File: config.mk
export PLATFORM = sky130hd
export DESIGN_NAME = gnr_attractor_ctrl_flat
export DESIGN_NICKNAME = d
export VERILOG_FILES = /design/src/rtl/gnr_attractor_ctrl_if.sv /design/src/rtl/gnr_attractor_ctrl.sv /design/src/flat_wrapper.sv
export SDC_FILE = /design/constraint.sdc
export NUM_CORES = 1
export LEC_CHECK = 0
export ABC_AREA = 1
export CELL_PAD_IN_SITES_DETAIL_PLACEMENT = 0
export CELL_PAD_IN_SITES_GLOBAL_PLACEMENT = 1
export CORE_MARGIN = 4
export CORE_UTILIZATION = 40
export DETAILED_ROUTE_END_ITERATION = 8
export PLACE_DENSITY = 0.86
export SLEW_MARGIN = 20
export SYNTH_ARGS = -nofsm -noshare
export SYNTH_HDL_FRONTEND = slang
export SYNTH_SLANG_ARGS = --single-unit
File: constraint.sdc
create_clock -name clk -period 4.9 [get_ports clk]
set_input_delay 0.735 -clock clk [delete_from_list [all_inputs] [get_ports clk]]
set_output_delay 0.735 -clock clk [all_outputs]
set_load 0.05 [all_outputs]
File: src/rtl/gnr_attractor_ctrl_if.sv
`default_nettype none
// +----------------------------------------------------------------------------+
// | gnr_attractor_ctrl_if: node-control bus and result handshake of the          |
// | attractor sequencer. Option GNR_CTRL_STEPCOUNT_EN adds res_steps. Rev 1.0    |
// +----------------------------------------------------------------------------+
interface gnr_attractor_ctrl_if #(
   parameter int N_NODES   = 8,
   parameter int MAX_STEPS = 1024
);
   localparam int CW = $clog2(MAX_STEPS + 1);

   logic               reset_nos;
   logic [N_NODES-1:0] init_vec;
   logic               start_s0;
   logic               start_s1;
   logic [N_NODES-1:0] s0_vec;
   logic [N_NODES-1:0] s1_vec;
   logic               res_valid;
   logic               res_ready;
   logic [N_NODES-1:0] res_init;
   logic [N_NODES-1:0] res_state;
   logic [CW-1:0]      res_period;
   logic               res_timeout;
`ifdef GNR_CTRL_STEPCOUNT_EN
   logic [CW-1:0]      res_steps;

   modport master (
      output reset_nos, init_vec, start_s0, start_s1,
      input  s0_vec, s1_vec,
      output res_valid, res_init, res_state, res_period, res_timeout, res_steps,
      input  res_ready
   );
   modport slave (
      input  reset_nos, init_vec, start_s0, start_s1,
      output s0_vec, s1_vec,
      input  res_valid, res_init, res_state, res_period, res_timeout, res_steps,
      output res_ready
   );
`else
   modport master (
      output reset_nos, init_vec, start_s0, start_s1,
      input  s0_vec, s1_vec,
      output res_valid, res_init, res_state, res_period, res_timeout,
      input  res_ready
   );
   modport slave (
      input  reset_nos, init_vec, start_s0, start_s1,
      output s0_vec, s1_vec,
      input  res_valid, res_init, res_state, res_period, res_timeout,
      output res_ready
   );
`endif
endinterface
`default_nettype wire

File: src/rtl/gnr_attractor_ctrl.sv
`default_nettype none
// +----------------------------------------------------------------------------+
// | gnr_attractor_ctrl: sweeps initial states, finds each attractor by           |
// | tortoise/hare stepping and reports its period. Option macro:                 |
// | GNR_CTRL_STEPCOUNT_EN (adds res_steps). Rev 1.0                              |
// +----------------------------------------------------------------------------+
module gnr_attractor_ctrl #(
   parameter int N_NODES   = 8,
   parameter int MAX_STEPS = 1024
) (
   input  wire logic               clk,
   input  wire logic               rst,
   input  wire logic               start,
   input  wire logic [N_NODES-1:0] init_first,
   input  wire logic [N_NODES-1:0] init_last,
   output logic                    busy,
   output logic                    done,
   gnr_attractor_ctrl_if.master    bus
);
   localparam int            CW    = $clog2(MAX_STEPS + 1);
   localparam logic [CW-1:0] C_MAX = CW'(MAX_STEPS);
   localparam logic [CW-1:0] C_ONE = CW'(1);
   localparam logic [CW-1:0] C_TWO = CW'(2);

   typedef enum logic [2:0] {
      S_IDLE   = 3'd0,
      S_LOAD   = 3'd1,
      S_FIND   = 3'd2,
      S_CYCLE  = 3'd3,
      S_REPORT = 3'd4,
      S_NEXT   = 3'd5
   } state_t;

   state_t             r_state;
   logic [N_NODES-1:0] r_cur;
   logic [N_NODES-1:0] r_last;
   logic [N_NODES-1:0] r_cap_state;
   logic [CW-1:0]      r_j;
   logic [CW-1:0]      r_p;
   logic               r_reset_nos;
   logic               r_done;
   logic               r_res_valid;
   logic [N_NODES-1:0] r_res_init;
   logic [N_NODES-1:0] r_res_state;
   logic [CW-1:0]      r_res_period;
   logic               r_res_timeout;
`ifdef GNR_CTRL_STEPCOUNT_EN
   logic [CW-1:0]      r_res_steps;
`endif

   logic               w_eq;
   logic               w_hit_f;
   logic               w_hit_c;
   logic               w_rep_en;
   logic [N_NODES-1:0] w_rep_state;
   logic [CW-1:0]      w_rep_period;
   logic               w_rep_to;

   assign w_eq    = (bus.s0_vec == bus.s1_vec);
   assign w_hit_f = (r_state == S_FIND) && !r_j[0] && (r_j >= C_TWO) && w_eq;
   assign w_hit_c = (r_state == S_CYCLE) && (r_p != '0) && w_eq;

   // Both exits into REPORT funnel through one set of capture values.
   always_comb begin
      w_rep_en     = 1'b0;
      w_rep_state  = r_cap_state;
      w_rep_period = '0;
      w_rep_to     = 1'b0;
      if ((r_state == S_FIND) && !w_hit_f && (r_j == C_MAX)) begin
         w_rep_en    = 1'b1;
         w_rep_state = bus.s0_vec;
         w_rep_to    = 1'b1;
      end else if (r_state == S_CYCLE) begin
         if (w_hit_c) begin
            w_rep_en     = 1'b1;
            w_rep_period = r_p;
         end else if (r_p == C_MAX) begin
            w_rep_en = 1'b1;
            w_rep_to = 1'b1;
         end
      end
   end

   always_ff @(posedge clk) begin
      if (rst) begin
         r_state       <= S_IDLE;
         r_cur         <= '0;
         r_last        <= '0;
         r_cap_state   <= '0;
         r_j           <= '0;
         r_p           <= '0;
         r_reset_nos   <= 1'b0;
         r_done        <= 1'b0;
         r_res_valid   <= 1'b0;
         r_res_init    <= '0;
         r_res_state   <= '0;
         r_res_period  <= '0;
         r_res_timeout <= 1'b0;
`ifdef GNR_CTRL_STEPCOUNT_EN
         r_res_steps   <= '0;
`endif
      end else begin
         r_reset_nos <= 1'b0;
         r_done      <= 1'b0;
         case (r_state)
            S_IDLE: begin
               if (start) begin
                  r_cur       <= init_first;
                  r_last      <= init_last;
                  r_reset_nos <= 1'b1;
                  r_state     <= S_LOAD;
               end
            end
            S_LOAD: begin
               r_j     <= '0;
               r_state <= S_FIND;
            end
            S_FIND: begin
               if (w_hit_f) begin
                  r_cap_state <= bus.s0_vec;
                  r_p         <= '0;
                  r_state     <= S_CYCLE;
               end else if (!w_rep_en) begin
                  r_j <= r_j + C_ONE;
               end
            end
            S_CYCLE: begin
               if (!w_rep_en) begin
                  r_p <= r_p + C_ONE;
               end
            end
            S_REPORT: begin
               if (bus.res_ready) begin
                  r_res_valid <= 1'b0;
                  r_state     <= S_NEXT;
               end
            end
            S_NEXT: begin
               // Compare before incrementing so an all-ones last state never wraps.
               if (r_cur == r_last) begin
                  r_done  <= 1'b1;
                  r_state <= S_IDLE;
               end else begin
                  r_cur       <= r_cur + 1'b1;
                  r_reset_nos <= 1'b1;
                  r_state     <= S_LOAD;
               end
            end
            default: r_state <= S_IDLE;
         endcase
         if (w_rep_en) begin
            r_state       <= S_REPORT;
            r_res_valid   <= 1'b1;
            r_res_init    <= r_cur;
            r_res_state   <= w_rep_state;
            r_res_period  <= w_rep_period;
            r_res_timeout <= w_rep_to;
`ifdef GNR_CTRL_STEPCOUNT_EN
            r_res_steps   <= r_j;
`endif
         end
      end
   end

   assign busy            = (r_state != S_IDLE);
   assign done            = r_done;
   assign bus.reset_nos   = r_reset_nos;
   assign bus.init_vec    = (r_state == S_IDLE) ? '0 : r_cur;
   assign bus.start_s0    = (r_state == S_FIND) && !w_hit_f;
   assign bus.start_s1    = ((r_state == S_FIND) && !w_hit_f) || ((r_state == S_CYCLE) && !w_hit_c);
   assign bus.res_valid   = r_res_valid;
   assign bus.res_init    = r_res_init;
   assign bus.res_state   = r_res_state;
   assign bus.res_period  = r_res_period;
   assign bus.res_timeout = r_res_timeout;
`ifdef GNR_CTRL_STEPCOUNT_EN
   assign bus.res_steps   = r_res_steps;
`endif

endmodule
`default_nettype wire

File: src/flat_wrapper.sv
// flat-port wrapper written by rule: the top's interface ports become plain ports
module gnr_attractor_ctrl_flat 
#(
   parameter int N_NODES   = 8,
   parameter int MAX_STEPS = 1024
)
  (clk, rst, start, init_first, init_last, busy, done, bus_reset_nos, bus_init_vec, bus_start_s0, bus_start_s1, bus_s0_vec, bus_s1_vec, bus_res_valid, bus_res_init, bus_res_state, bus_res_period, bus_res_timeout, bus_res_ready);
  gnr_attractor_ctrl_if #(.N_NODES(N_NODES), .MAX_STEPS(MAX_STEPS)) bus_i ();
  input  wire logic clk;
  input  wire logic rst;
  input  wire logic start;
  input  wire logic [N_NODES-1:0] init_first;
  input  wire logic [N_NODES-1:0] init_last;
  output logic busy;
  output logic done;
  output wire logic [$bits(bus_i.reset_nos)-1:0] bus_reset_nos;
  output wire logic [$bits(bus_i.init_vec)-1:0] bus_init_vec;
  output wire logic [$bits(bus_i.start_s0)-1:0] bus_start_s0;
  output wire logic [$bits(bus_i.start_s1)-1:0] bus_start_s1;
  input wire logic [$bits(bus_i.s0_vec)-1:0] bus_s0_vec;
  input wire logic [$bits(bus_i.s1_vec)-1:0] bus_s1_vec;
  output wire logic [$bits(bus_i.res_valid)-1:0] bus_res_valid;
  output wire logic [$bits(bus_i.res_init)-1:0] bus_res_init;
  output wire logic [$bits(bus_i.res_state)-1:0] bus_res_state;
  output wire logic [$bits(bus_i.res_period)-1:0] bus_res_period;
  output wire logic [$bits(bus_i.res_timeout)-1:0] bus_res_timeout;
  input wire logic [$bits(bus_i.res_ready)-1:0] bus_res_ready;
  assign bus_reset_nos = bus_i.reset_nos;
  assign bus_init_vec = bus_i.init_vec;
  assign bus_start_s0 = bus_i.start_s0;
  assign bus_start_s1 = bus_i.start_s1;
  assign bus_i.s0_vec = bus_s0_vec;
  assign bus_i.s1_vec = bus_s1_vec;
  assign bus_res_valid = bus_i.res_valid;
  assign bus_res_init = bus_i.res_init;
  assign bus_res_state = bus_i.res_state;
  assign bus_res_period = bus_i.res_period;
  assign bus_res_timeout = bus_i.res_timeout;
  assign bus_i.res_ready = bus_res_ready;
  gnr_attractor_ctrl #(.N_NODES(N_NODES), .MAX_STEPS(MAX_STEPS)) u_core (.clk(clk), .rst(rst), .start(start), .init_first(init_first), .init_last(init_last), .busy(busy), .done(done), .bus(bus_i));
endmodule
# After elaboration in Yosys (flattened, before gate mapping)
# Cells that the tools add are included.
dict set report totals {
  wordCells 104
  reg_bits 80
  out_inout_bits 42
  in_bits 36
}
dict set report classes {
  eq_ne 20
  n_reduce_logical 30
  muxes 34
  bitwise 2
  n_lt_le_gt_ge 1
  n_addsub 3
}
# operator count
set ops {}
lappend ops {{2-to-1 mux 11 bit} 7}
lappend ops {{one-hot mux 11 bit (2 select lines)} 2}
lappend ops {{2-to-1 mux 8 bit} 4}
lappend ops {{adder 11 x 1 -> 11 bit (second input constant)} 2}
lappend ops {{== test 11 bit (second input constant)} 2}
lappend ops {{one-hot mux 3 bit (6 select lines)} 1}
lappend ops {{== test 8 bit} 2}
lappend ops {{one-hot mux 8 bit (2 select lines)} 1}
lappend ops {{2-to-1 mux 1 bit} 14}
lappend ops {{2-to-1 mux 3 bit} 4}
lappend ops {{!= test 2 bit (second input constant)} 6}
lappend ops {{greater-or-equal comparator 11 x 2 -> 1 bit (second input constant)} 1}
lappend ops {{nonzero test 11 bit} 1}
lappend ops {{nonzero test 2 bit} 5}
lappend ops {{AND reduction 3 bit} 3}
lappend ops {{adder 8 x 1 -> 8 bit (second input constant)} 1}
lappend ops {{logical AND 1 bit} 8}
lappend ops {{AND reduction 4 bit} 2}
lappend ops {{== test 3 x 2 -> 1 bit (second input constant)} 2}
lappend ops {{== test 3 bit (second input constant)} 2}
lappend ops {{!= test 3 x 2 -> 1 bit (second input constant)} 2}
lappend ops {{AND reduction 2 bit} 3}
lappend ops {{!= test 2 x 1 -> 1 bit (second input constant)} 2}
lappend ops {{OR reduction 2 bit} 2}
lappend ops {{8 further kinds} 11}

# Depth between registers and ports, before layout
# Gate-level depths: netlist (run 1).
dict set report logic_depth {
  word_depth 11
  mapped_depth 14
  mapped_depth_nobuf 14
}

# Worst setup path after synthesis (run 1)
# No wires, ideal clock.
dict set report synth_path {
  path_kind {input port to output port}
  from {input bus_s0_vec[5]}
  to {output bus_start_s1}
  arrival_ns 1.822
  stages 10
  path_slack_ns 2.343
  t_required_ns 4.165
  path_cell_list {inv_1 -> nand2_1 -> nand2_1 -> nor2_1 -> nand2_1 -> nor2_2 -> nand2_4 -> nand2_4 -> buf_6 -> nand2_1}
}
dict set report synth_between {
  elab_chain_len 5
  elab_cells_between_ends 8
  classes_between {1 x eq/ne; 7 x reduce/logical}
}
# item line
set synth_lines {}
lappend synth_lines {{start: declaration} flat_wrapper.sv:20} ;# input wire logic [$bits(bus_i.s0_vec)-1:0] bus_s0_vec;
lappend synth_lines {{== test 8 bit *} gnr_attractor_ctrl.sv:59} ;# assign w_eq = (bus.s0_vec == bus.s1_vec);
lappend synth_lines {{logical AND 1 bit, on equally long branches} {gnr_attractor_ctrl.sv:60, gnr_attractor_ctrl.sv:61}}
lappend synth_lines {{zero test 1 bit} gnr_attractor_ctrl.sv:170} ;# assign bus.start_s1 = ((r_state == S_FIND) && !w_hit_f) || ((r_state == S_CYCLE) && !w_hit_c);
lappend synth_lines {{logical AND 1 bit} gnr_attractor_ctrl.sv:170}
lappend synth_lines {{logical OR 1 bit *} gnr_attractor_ctrl.sv:170}
lappend synth_lines {{end: declaration} flat_wrapper.sv:19} ;# output wire logic [$bits(bus_i.start_s1)-1:0] bus_start_s1;
# Every way passes the cells marked *; elsewhere a longest branch is shown, timed or not.

# Worst setup path in the final report (run 1)
dict set report layout_path {
  from {input bus_s0_vec[6]}
  to {output bus_start_s1}
}
# Same word-level chain as after synthesis.

==> results.ini, run 1 <==
[final_layout]
layoutNonFillerInstCount=857
final_nets=758
fin_area_sq_mm=0.00541
drive_gt1_frac=0.0666
antenna_cells=0
nFillCells=1102
area_growth_pct=24.2

[global_route]
groute.usage.overall=0.180
grt_max_degree=25
antenna_found_initial=0
grt_pass1_wl_mm=19.0
grt_pass1_vias=4009
grt.overflow.total=0

[power_and_ir_drop]
p_clk_frac=0.339
pwr-share-seq=0.430
sw_frac_of_total=0.324
powerDensity_mw_per_mm2=307
power_mw=1.66
p_switching_mw=0.537
ir_worst_vdd_mv=0.163
combPwrFrac=0.232
p_int_mw=1.12
p_leak_nw=2.11

[worst_setup_path]
startpoint_type=primary input
end_kind=output port
worst-r2r-setup-slack_ns=2.34
path_max_fanout=15
cp.required_ns=4.16
reg2reg_depth=10
arrival_ns=2.92
crit_end=bus_start_s1
startpoint=bus_s0_vec[6]
rr_startpoint=u_core.r_state[2]
crit_type=in -> out
timing.rr.end=u_core.bus.res_init[7]

[route]
drt_iter0_markers=183
first_pass_iters=5
route.detailed.drc=0
vias_per_cell=4.94
wire_per_inst_um=13.1
drtAntennaViolNets=0
num_vias=4236
drt_wl_total_mm=11.2

[timing]
slew_violations=0
final_hold_viol_count=0
max_freq_mhz=274
clock_skew_ns=0.0117
rsz0062_at_grt=no
maxSlewHeadroom=0.422
setup_ws_ns=1.25
fin_crit_sh=0.745
setup_viol=0
fin_setup_tns_ns=0
worst_slew_pin_slew_ns=0.864
min_period_ns=3.65

[place]
postPlaceCellArea_sq_mm=0.00518
post-place-cells=841
hpwl_mm=8.13
post-place-ws_ns=1.23
routabilityCongestion=0.896
io_buffers=77

[die]
ioPinCount=78
core.rowCount=37
start_util=0.416
fp.dieH_um=112
dieArea_sq_mm=0.0126
coreArea_sq_mm=0.0105
die_w_um=112

[clock_tree]
cts_root_buffer=clkbuf_8
htree_levels=3
insertion_delay_ns=0.36
cts.sinks=80
cts_resized=0
cts_setup_buffers=0
path_clk_slew_ns=0.07
cts_buffers=9
clk_path_buf_depth=2
cts_tree=done
ctsHoldBuffers=0

[synthesis]
avgSynthCellArea_sq_um=6.72
syn_inst=648
async_reset_ff_frac=0
synth-seq-cells=80
synthTopCellsByArea=dfxtp_1 37%, nand2_1 14%, nor2_1 7.7%, a21oi_1 7.4%, inv_1 5.8%
yosysMostFrequentCell=nand2_1
synth_edf_count=0
post-synth-top-area-fraction=0.368
synth_largest_area_cell=dfxtp_1
synth_nets=690
synth_cell_types=40
ys_seq_area_frac=0.368
ys.warnings.count=0
synthFlopType=dfxtp_1
yosys-top-cells-count=161 x nand2_1, 89 x nor2_1, 80 x dfxtp_1
synth_area_sq_mm=0.00436

[run]
cap_violations=0

[run_status]
status=completed

[hold_path]
hp-class=reg -> reg

-- power groups by stage --
| stage | logic, mW | registers (mW) | clock network (mW) |
|---|---|---|---|
| after global routing | 0.422 | 0.717 | 0.600 |
| after floorplan | 0.276 | 0.723 | 0 |
| final | 0.384 | 0.712 | 0.562 |
| after global placement | 0.382 | 0.726 | 0 |
| after CTS | 0.386 | 0.712 | 0.575 |
| after detailed placement | 0.385 | 0.726 | 0 |
-- worst min path at each step --
stage,startpoint,slack [ns],endpoint,cells after the start
after floorplan,u_core.r_cap_state[1],0.43,u_core.r_cap_state[1],2
after global placement,u_core.r_cap_state[1],0.44,u_core.r_cap_state[1],2
after detailed placement,u_core.r_cap_state[1],0.45,u_core.r_cap_state[1],2
after CTS,u_core.r_cap_state[1],0.46,u_core.r_cap_state[1],2
after global routing,u_core.r_cap_state[1],0.47,u_core.r_cap_state[1],2
final,u_core.bus.res_period[0],0.46,u_core.bus.res_period[0],2
-- area by class of cell --
type                       count  area, sq um  share of cell area
sequential                    80         1600               0.296
clock buffer                  11          151              0.0280
tap                          136          170              0.0315
timing repair buffer          79          786               0.145
multi-input combinational    473         2330               0.431
inverter                      73          292              0.0539
clock inverter                 5         78.8              0.0146
-- cell usage in the layout (no fill, tap or decap), drive strengths merged --
cell type / count
a21oi: 67
a22oi: 1
a32oi: 3
buf: 2
bufinv: 2
clkbuf: 11
clkdlybuf4s50: 77
clkinv: 6
dfxtp: 80
ha: 6
inv: 70
nand2: 168
nand3: 34
nand3b: 2
nand4: 20
nor2: 96
nor3: 16
nor3b: 3
o211ai: 1
o21ai: 40
o22ai: 1
or2: 2
xnor2: 2
xor2: 11
-- critical path, stage by stage --
cell,delay [ns]
clkdlybuf4s50_1,0.48
inv_1,0.06
nand2_1,0.05
nand2_1,0.05
nor2_1,0.10
nand2_1,0.09
nor2_2,0.22
nand2_4,0.15
nand2_4,0.20
nand2_1,0.07
clkdlybuf4s50_1,0.70
-- sequential cells by signal, summed over array words and instances (netlist names), 3 cells and up --
| name | cells |
|---|---|
| u_core.bus.res_period | 11 |
| u_core.r_j | 11 |
| u_core.r_p | 11 |
| u_core.r_last | 8 |
| u_core.bus.res_init | 8 |
| u_core.r_cap_state | 8 |
| u_core.r_state | 3 |
| u_core.bus.res_state | 8 |
| u_core.r_cur | 8 |
-- kinds of logic after synthesis --
family          Yosys count  synth area share
compound gates          113             0.138
flops                    80             0.368
buf+inv                  95            0.0974
simple gates            341             0.353
fa+ha+maj                 6            0.0172
xor+xnor                 13            0.0261
-- routing by layer --
layer	vias up	share of wire	global-route usage
met1	1893	0.48	0.236
met4	0	0.015	0.0689
li1	2229	-	-
met5	-	0	0
met3	14	0.054	0.0307
met2	100	0.45	0.296
-- stage by stage --
stage / hold slack, ns / util
2_1_floorplan: 0.430 / -
3_3_place_gp: 0.442 / 0.495
3_5_place_dp: 0.452 / 0.495
4_1_cts: 0.463 / 0.517
5_1_grt: 0.472 / 0.517
6_report: 0.462 / 0.517
Power figures use the tool's default switching activity.
==> run 2, diff against run 1 <==
Settings changed: CORE_UTILIZATION 40 to 37, PLACE_DENSITY 0.86 to 0.81.
Clock period 4.9 ns to 3.7 ns, I/O delays scaled along.
==> results.ini, run 2 (synthesized netlist as in run 1, its figures left out) <==
[run_status]
status=completed

[clock_tree]
insertion_delay_ns=0.34
path_clk_slew_ns=0.06
cts_buffers=9
ctsHoldBuffers=0
cts_tree=done
htree_levels=3
cts_root_buffer=clkbuf_16
clk_path_buf_depth=2
cts.sinks=80
cts_setup_buffers=0
cts_resized=0

[worst_setup_path]
critPathMaxStageDelay_ns=0.69
rr_startpoint=u_core.r_state[2]
startpoint_type=primary input
cp_num_buf_inv=3
cp.required_ns=3.14
critical-path-top-delay-family=buffers and inverters
worstPathCellList=clkdlybuf4s50_1 -> inv_1 -> nand2_1 -> nand2_1 -> nor2_1 -> nand2_1 -> nor2_2 -> nand2_4 -> nand2_4 -> nand2_1 -> clkdlybuf4s50_1
arrival_ns=2.70
cpMostUsedCell=nand2_1
path_max_fanout=7
cp_num_cells=11
end_kind=output port
worst-r2r-setup-slack_ns=1.27
crit_type=in -> out
reg2reg_depth=11
crit_slowest_cell=clkdlybuf4s50_1
timing.rr.end=u_core.bus.res_init[2]

[timing]
fin_setup_tns_ns=0
fin_crit_sh=0.880
rsz0062_at_grt=no
setup_viol=0
worst_slew_pin_slew_ns=0.875
min_period_ns=3.26
slew_violations=0
max_freq_mhz=307
clock_skew_ns=0.00645
maxSlewHeadroom=0.414
final_hold_viol_count=0

[power_and_ir_drop]
pwr-share-seq=0.413
p_leak_nw=2.13
p_clk_frac=0.367
combPwrFrac=0.220
powerDensity_mw_per_mm2=418
power_mw=2.29
sw_frac_of_total=0.330
p_switching_mw=0.756
p_int_mw=1.53
ir_worst_vdd_mv=0.185

[die]
dieArea_sq_mm=0.0136
fp.dieH_um=116
die_w_um=116
start_util=0.380
core.rowCount=39
coreArea_sq_mm=0.0115
ioPinCount=78

[final_layout]
final_nets=760
drive_gt1_frac=0.0692
antenna_cells=0
fin_area_sq_mm=0.00548
layout_commonest_cell=nand2_1
final_cell_mix=161 x nand2_1, 89 x nor2_1, 80 x dfxtp_1
area_growth_pct=25.9

[global_route]
groute.usage.overall=0.166
grt.overflow.total=0
antenna_found_initial=0
grt_max_degree=27
grt_pass1_vias=3906
grt_pass1_wl_mm=18.0

[hold_path]
hold_end=u_core.bus.res_period[9]
hp-class=reg -> reg
min_from=u_core.bus.res_period[9]
worstHoldPathCells=2

[route]
drt_iter0_markers=294
vias_per_cell=4.95
route.detailed.drc=0
drt_wl_total_mm=11.0
num_vias=4288
first_pass_iters=7
wire_per_inst_um=12.7
drtAntennaViolNets=0

[run]
cap_violations=0

[place]
io_buffers=77
hpwl_mm=8.28
postPlaceCellArea_sq_mm=0.00520
routabilityCongestion=0.858

-- run 2: worst max path at each step --
stage / end / start / slack, ns
floorplan: bus_start_s1 / u_core.r_j[0] / 1.46
global placement: bus_start_s1 / bus_s0_vec[7] / 0.50
detailed placement: bus_start_s0 / bus_s0_vec[7] / 0.45
CTS: bus_start_s0 / bus_s0_vec[7] / 0.44
global route: bus_start_s0 / bus_s0_vec[7] / 0.31
finish: bus_start_s1 / bus_s0_vec[7] / 0.44
-- run 2: worst reg2reg max path: stages, from the launching register on --
cell and delay, ns:
dfxtp_1 0.37, inv_1 0.14, nand3_1 0.39, a21oi_1 0.26, nand2_1 0.12, inv_2 0.24, nor2_2 0.05, buf_4 0.19
nand2_4 0.24, clkinv_8 0.14, nand2_8 0.11, a21oi_1 0.09
-- run 2: power groups by stage --
| stage | Combinational (mW) | Clock [mW] | Sequential [mW] |
|---|---|---|---|
| finish | 0.504 | 0.840 | 0.945 |
| CTS | 0.510 | 0.863 | 0.944 |
| floorplan | 0.365 | 0 | 0.957 |
| global route | 0.557 | 0.898 | 0.952 |
| detailed placement | 0.509 | 0 | 0.964 |
| global placement | 0.503 | 0 | 0.962 |
-- run 2: through the flow --
| stage | hold slack (ns) | cells | worst slack, ns | util |
|---|---|---|---|---|
| final | 0.458 | 866 | 0.443 | 0.478 |
| after global routing | 0.475 | 866 | 0.312 | 0.478 |
| after CTS | 0.462 | 866 | 0.441 | 0.478 |
| after detailed placement | 0.453 | 850 | 0.446 | 0.454 |
| after global placement | 0.446 | 850 | 0.499 | 0.454 |
| after floorplan | 0.430 | 648 | 1.46 | - |
-- run 2: cell type report --
| class | count | area, sq um |
|---|---|---|
| Fill cell | 1184 | 5980 |
| Multi-Input combinational cell | 473 | 2330 |
| Sequential cell | 80 | 1600 |
| Timing Repair Buffer | 81 | 801 |
| Inverter | 73 | 292 |
| Clock buffer | 9 | 225 |
| Tap cell | 143 | 179 |
| Clock inverter | 7 | 55.1 |
-- run 2: routing by layer --
layer | up-vias | wire length (um) | track usage
met5 | - | 0 | 0
met4 | 0 | 153 | 0.0541
met3 | 12 | 634 | 0.0358
met2 | 102 | 5050 | 0.275
met1 | 1932 | 5140 | 0.216
li1 | 2242 | - | -
==> edit 1 (flow settings as in run 2) <==
`MAX_STEPS` is set to 1024 in 3 places; all go to 512.
--- a/src/rtl/gnr_attractor_ctrl_if.sv
+++ b/src/rtl/gnr_attractor_ctrl_if.sv
@@ -5,7 +5,7 @@
 // +----------------------------------------------------------------------------+
 interface gnr_attractor_ctrl_if #(
    parameter int N_NODES   = 8,
-   parameter int MAX_STEPS = 1024
+   parameter int MAX_STEPS = 512
 );
    localparam int CW = $clog2(MAX_STEPS + 1);
 
--- a/src/rtl/gnr_attractor_ctrl.sv
+++ b/src/rtl/gnr_attractor_ctrl.sv
@@ -6,7 +6,7 @@
 // +----------------------------------------------------------------------------+
 module gnr_attractor_ctrl #(
    parameter int N_NODES   = 8,
-   parameter int MAX_STEPS = 1024
+   parameter int MAX_STEPS = 512
 ) (
    input  wire logic               clk,
    input  wire logic               rst,
--- a/src/flat_wrapper.sv
+++ b/src/flat_wrapper.sv
@@ -2,7 +2,7 @@
 module gnr_attractor_ctrl_flat 
 #(
    parameter int N_NODES   = 8,
-   parameter int MAX_STEPS = 1024
+   parameter int MAX_STEPS = 512
 )
   (clk, rst, start, init_first, init_last, busy, done, bus_reset_nos, bus_init_vec, bus_start_s0, bus_start_s1, bus_s0_vec, bus_s1_vec, bus_res_valid, bus_res_init, bus_res_state, bus_res_period, bus_res_timeout, bus_res_ready);
   gnr_attractor_ctrl_if #(.N_NODES(N_NODES), .MAX_STEPS(MAX_STEPS)) bus_i ();
Ports: changed (resized bus_res_period); port bits go from 78 to 77. The function was not compared with the original's and may differ.
==> edit 1 against run 2 <==
Worst setup slack improved by 0.17 ns; sequential share of layout area increased by 1.4 points; synthesized cell count decreased by 7.6%; routed wire length decreased by 3.9%; design area decreased by 8.1%; sequential cell count decreased by 3; count of clock-buffer cells in the layout increased by 3; synthesized area decreased by 8.8%; non-clock buffer count increased by 1; power increased by 4.1%; die area decreased by 8.2%; critical path type unchanged; largest cell class unchanged.
==> edit 1: results (changes against run 2) <==
metric,value,unit,change
run_status,finished clean,,
crit_arrival,2.53,ns,-0.17 ns
drt_first_iter_violations,154,,-48%
insertion_delay,0.35,ns,
pre_cts_slack,0.6027,ns,+0.1567 ns
maxSlewHeadroom,0.4150,,+0.0006420
holdCritPathClass,flip-flop to flip-flop,,
placedCellCount,796,,-6.4%
antenna_cells,0,,unchanged
htreeDepth,3,,unchanged
p_leak,2.038,nW,-4.3%
synth-compound-area-share,0.1439,,+0.005758
grt_pass1_vias,3739,,-4.3%
postCtsSetupRepairBufs,0,,unchanged
syn_nets,641,,-7.1%
fin_worst_skew,0.01438,ns,+0.007931 ns
ys_types,32,,-20%
cp_slowest_cell,clkdlybuf4s50_1,,
numCtsBuffers,9,,unchanged
synth_warnings,0,,unchanged
grtUsageTotal,0.1741,,+0.008084
p_per_area,473.3,nW/µm²,+13%
finalNonFillerCells,811,,-6.4%
final_layout_size_suffix_gt1_frac,0.05481,,-0.01434
synth_area_leaders,"dfxtp_1 39%, nand2_1 14%, nor2_1 6.8%, o21ai_0 6.6%, inv_1 6.5%",,
fin_nets,713,,-6.2%
nFillCells,1071,,-9.5%
clock_path_buffers,2,,unchanged
synthAdderAreaFrac,0.01890,,+0.001661
wl_per_cell,13.01,µm,+2.7%
synthCells,599,,-7.6%
dpl_cell_area,4837,µm²,-7.0%
ctsResizeCount,0,,unchanged
place.gp.congestion,0.9131,,+6.4%
clkTransAtPathRegs,0.08,ns,+0.02 ns
worst-path-max-fanout,4,,-3
synthMuxAreaShare,0,,unchanged
dp_hpwl,7701,µm,-7.0%
peakVddDrop,0.0001871,V,+1.0%
synthXorXnorAreaFrac,0.02425,,-0.001890
vias_per_cell,4.940,,-0.24%
yosysSeqAreaShare,0.3880,,+0.02032
critPathMaxStageDelay,0.69,ns,about the same
grt_start_max_net_pins,35,,+30%
port_buffers,76,,-1.3%
synthTopCellsByCount,"149 x nand2_1, 77 x dfxtp_1, 72 x nor2_1",,
synthFlopType,dfxtp_1,,
async_flop_share,0,,unchanged
antenna_found_initial,0,,unchanged
firstDrtPassIters,5,,-2
cts_root_buf,clkbuf_8,,
grt_pass1_wl,18030,µm,about the same
## edit 1: cell count changes after synthesis, sizes merged, moves of 3 or more
cell / change
o21ai: +16
nor2: -19
a31oi: +6
a32oi: -3
nand2: -15
a21oi: -23
nand4: +3
dfxtp: -3
nand3: -8
## edit 1: area by class of cell
type,instances,share of cell area
Timing Repair Buffer,82,0.1595
Sequential cell,77,0.3060
Inverter,73,0.05440
Clock inverter,3,0.008942
Tap cell,136,0.03378
Clock buffer,12,0.03080
Multi-Input combinational cell,428,0.4066
## edit 1: cell families after synthesis
| group | after synthesis |
|---|---|
| and+or+nand+nor | 301 |
| xor gates and xnor gates | 11 |
| buffers and inverters | 94 |
| AOI/OAI and AO/OA | 110 |
| DFF | 77 |
| adders and majority gates | 6 |
## edit 1: routing by layer
metal  vias up  track usage  wire length, µm
met5         -            0                0
met1      1807       0.2440             5154
met3        14      0.03913              610
li1       2081            -                -
met4         0      0.06569              182
met2       104       0.2614             4600
## edit 1: final timing paths
check                               start                      end  slack [ns]  cells after the start
hold reg to reg   u_core.bus.res_state[3]  u_core.bus.res_state[3]        0.45                      2
setup / recovery            bus_s0_vec[6]             bus_start_s0        0.62                     11
hold / removal    u_core.bus.res_state[3]  u_core.bus.res_state[3]        0.45                      2
setup reg to reg        u_core.r_state[2]        u_core.r_state[1]        1.35                      8
## edit 1: power by group
| group | total (mW) | switching [mW] | internal (mW) |
|---|---|---|---|
| Clock | 0.658 | 0.312 | 0.346 |
| Combinational | 0.752 | 0.511 | 0.242 |
| Sequential | 0.974 | 0.0776 | 0.896 |
## edit 1: critical path, delay by kind of cell
| kind | cells | cell delay, ns |
|---|---|---|
| buffers and inverters | 4 | 1.27 |
| AND/OR/NAND/NOR | 7 | 0.70 |
==> edit 2 (flow settings as in run 2) <==
Made on the original files. Encoding of `state_t`: now one-hot (6 bits for 6 states).
--- a/src/rtl/gnr_attractor_ctrl.sv
+++ b/src/rtl/gnr_attractor_ctrl.sv
@@ -22,13 +22,13 @@
    localparam logic [CW-1:0] C_ONE = CW'(1);
    localparam logic [CW-1:0] C_TWO = CW'(2);
 
-   typedef enum logic [2:0] {
-      S_IDLE   = 3'd0,
-      S_LOAD   = 3'd1,
-      S_FIND   = 3'd2,
-      S_CYCLE  = 3'd3,
-      S_REPORT = 3'd4,
-      S_NEXT   = 3'd5
+   typedef enum logic [5:0] {
+      S_IDLE   = 6'b000001,
+      S_LOAD   = 6'b000010,
+      S_FIND   = 6'b000100,
+      S_CYCLE  = 6'b001000,
+      S_REPORT = 6'b010000,
+      S_NEXT   = 6'b100000
    } state_t;
 
    state_t             r_state;
Behaviour: same outputs for any inputs over 10 cycles, from zero or initial values and one cycle with rst high; not proved beyond that.
==> edit 2 against run 2 <==
Sequential cell count rose by 3; design area rose by 6.4%; worst setup slack got worse by 0.15 ns; first-iteration DRC count rose by 4.1%; count of clock-buffer cells in the layout rose by 1; synthesized area rose by 7.9%; register-to-register slack got worse by 0.30 ns; synthesized cell count rose by 11%; power rose by 4.5%; routed wire length rose by 15%; maximum frequency fell by 4.5%; largest power group unchanged.
==> edit 2: results (changes against run 2) <==
metric,value,unit,change
run_status,finished clean,,
grt_start_max_net_pins,32,,+19%
fin_worst_skew,0.009316,ns,+0.002863 ns
drt_first_iter_violations,306,,+4.1%
dpl_cell_area,5530,µm²,+6.3%
pre_cts_slack,0.2830,ns,-0.1630 ns
clkbuf_count,10,,+1
grt_pass1_wl,21380,µm,+19%
firstDrtPassIters,5,,-2
yosysSeqAreaShare,0.3536,,-0.01414
inv_count,77,,+5.5%
critical_path.startpoint,u_core.r_j[0],,
synth-compound-area-share,0.09105,,-0.04712
comb.multi_input.count,527,,+11%
synthXorXnorAreaFrac,0.03727,,+0.01113
wl_met1,6200,µm,+21%
sh_seq_area,0.2848,,-0.007310
final_layout_size_suffix_gt1_frac,0.06599,,-0.003166
place.gp.congestion,0.8408,,-2.0%
synthTopCellsByCount,"192 x nand2_1, 112 x nor2_1, 83 x dfxtp_1",,
finalInstanceArea,5834,µm²,+6.4%
grt_pass1_vias,4484,,+15%
dp_hpwl,9205,µm,+11%
nFillCells,1295,,+9.4%
num-nonclk-buffers,85,,+4.9%
clkTransAtPathRegs,0.06,ns,about the same
crit_arrival,2.85,ns,+0.15 ns
finalNonFillerCells,956,,+10%
worst-path-max-fanout,13,,+6
vias_per_cell,4.854,,-2.0%
multi_input_area,2539,µm²,+9.0%
synthCells,721,,+11%
p_leak,2.524,nW,+19%
nFlopsAndLatches,83,,+3.8%
clkCellAreaFrac,0.05211,,+0.0009941
syn_nets,763,,+11%
critPathMaxStageDelay,0.87,ns,+0.18 ns
wl,12580,µm,+15%
tightest_slew,0.7587,ns,-0.1164 ns
ys_types,31,,-23%
synth_area_leaders,"dfxtp_1 35%, nand2_1 15%, nor2_1 8.9%, a21oi_1 5.5%, inv_1 5.5%",,
placedCellCount,940,,+11%
antenna_cells,0,,unchanged
grtUsageTotal,0.1787,,+0.01269
wl_met3,475,µm,-25%
non_clock_buffer_area_share,0.1424,,-0.003654
peakVddDrop,0.0002966,V,+60%
hold_start,u_core.bus.res_period[5],,
fin_nets,825,,+8.6%
synthAdderAreaFrac,0.01597,,-0.001262
-- edit 2: cell count changes in the layout (fill, tap and decap cells not counted), sizes merged, moves of 4 or more --
cell,before,now
clkinv,5,1
nor2,96,117
nand3,34,50
a21oi,67,54
nand4,20,16
xnor2,2,10
nand2,168,197
nand3b,2,19
inv,73,77
o21ai,40,27
buf,4,8
-- edit 2: final timing paths --
check	slack (ns)	cells past startpoint	endpoint
max reg2reg	0.97	13	u_core.r_j[10]
min reg2reg	0.46	2	u_core.bus.res_period[5]
max	0.29	12	bus_start_s1
min	0.46	2	u_core.bus.res_period[5]
-- edit 2: power by group --
group	internal, mW	switching [mW]	total (mW)
Sequential	0.942	0.0693	1.01
Combinational	0.179	0.286	0.464
Clock	0.540	0.378	0.917
-- edit 2: metal layers --
metal,global-route usage,vias to the layer above
met1,0.2444,2134
met2,0.2805,90
met4,0.06020,0
met3,0.03695,16
li1,-,2400
met5,0,-
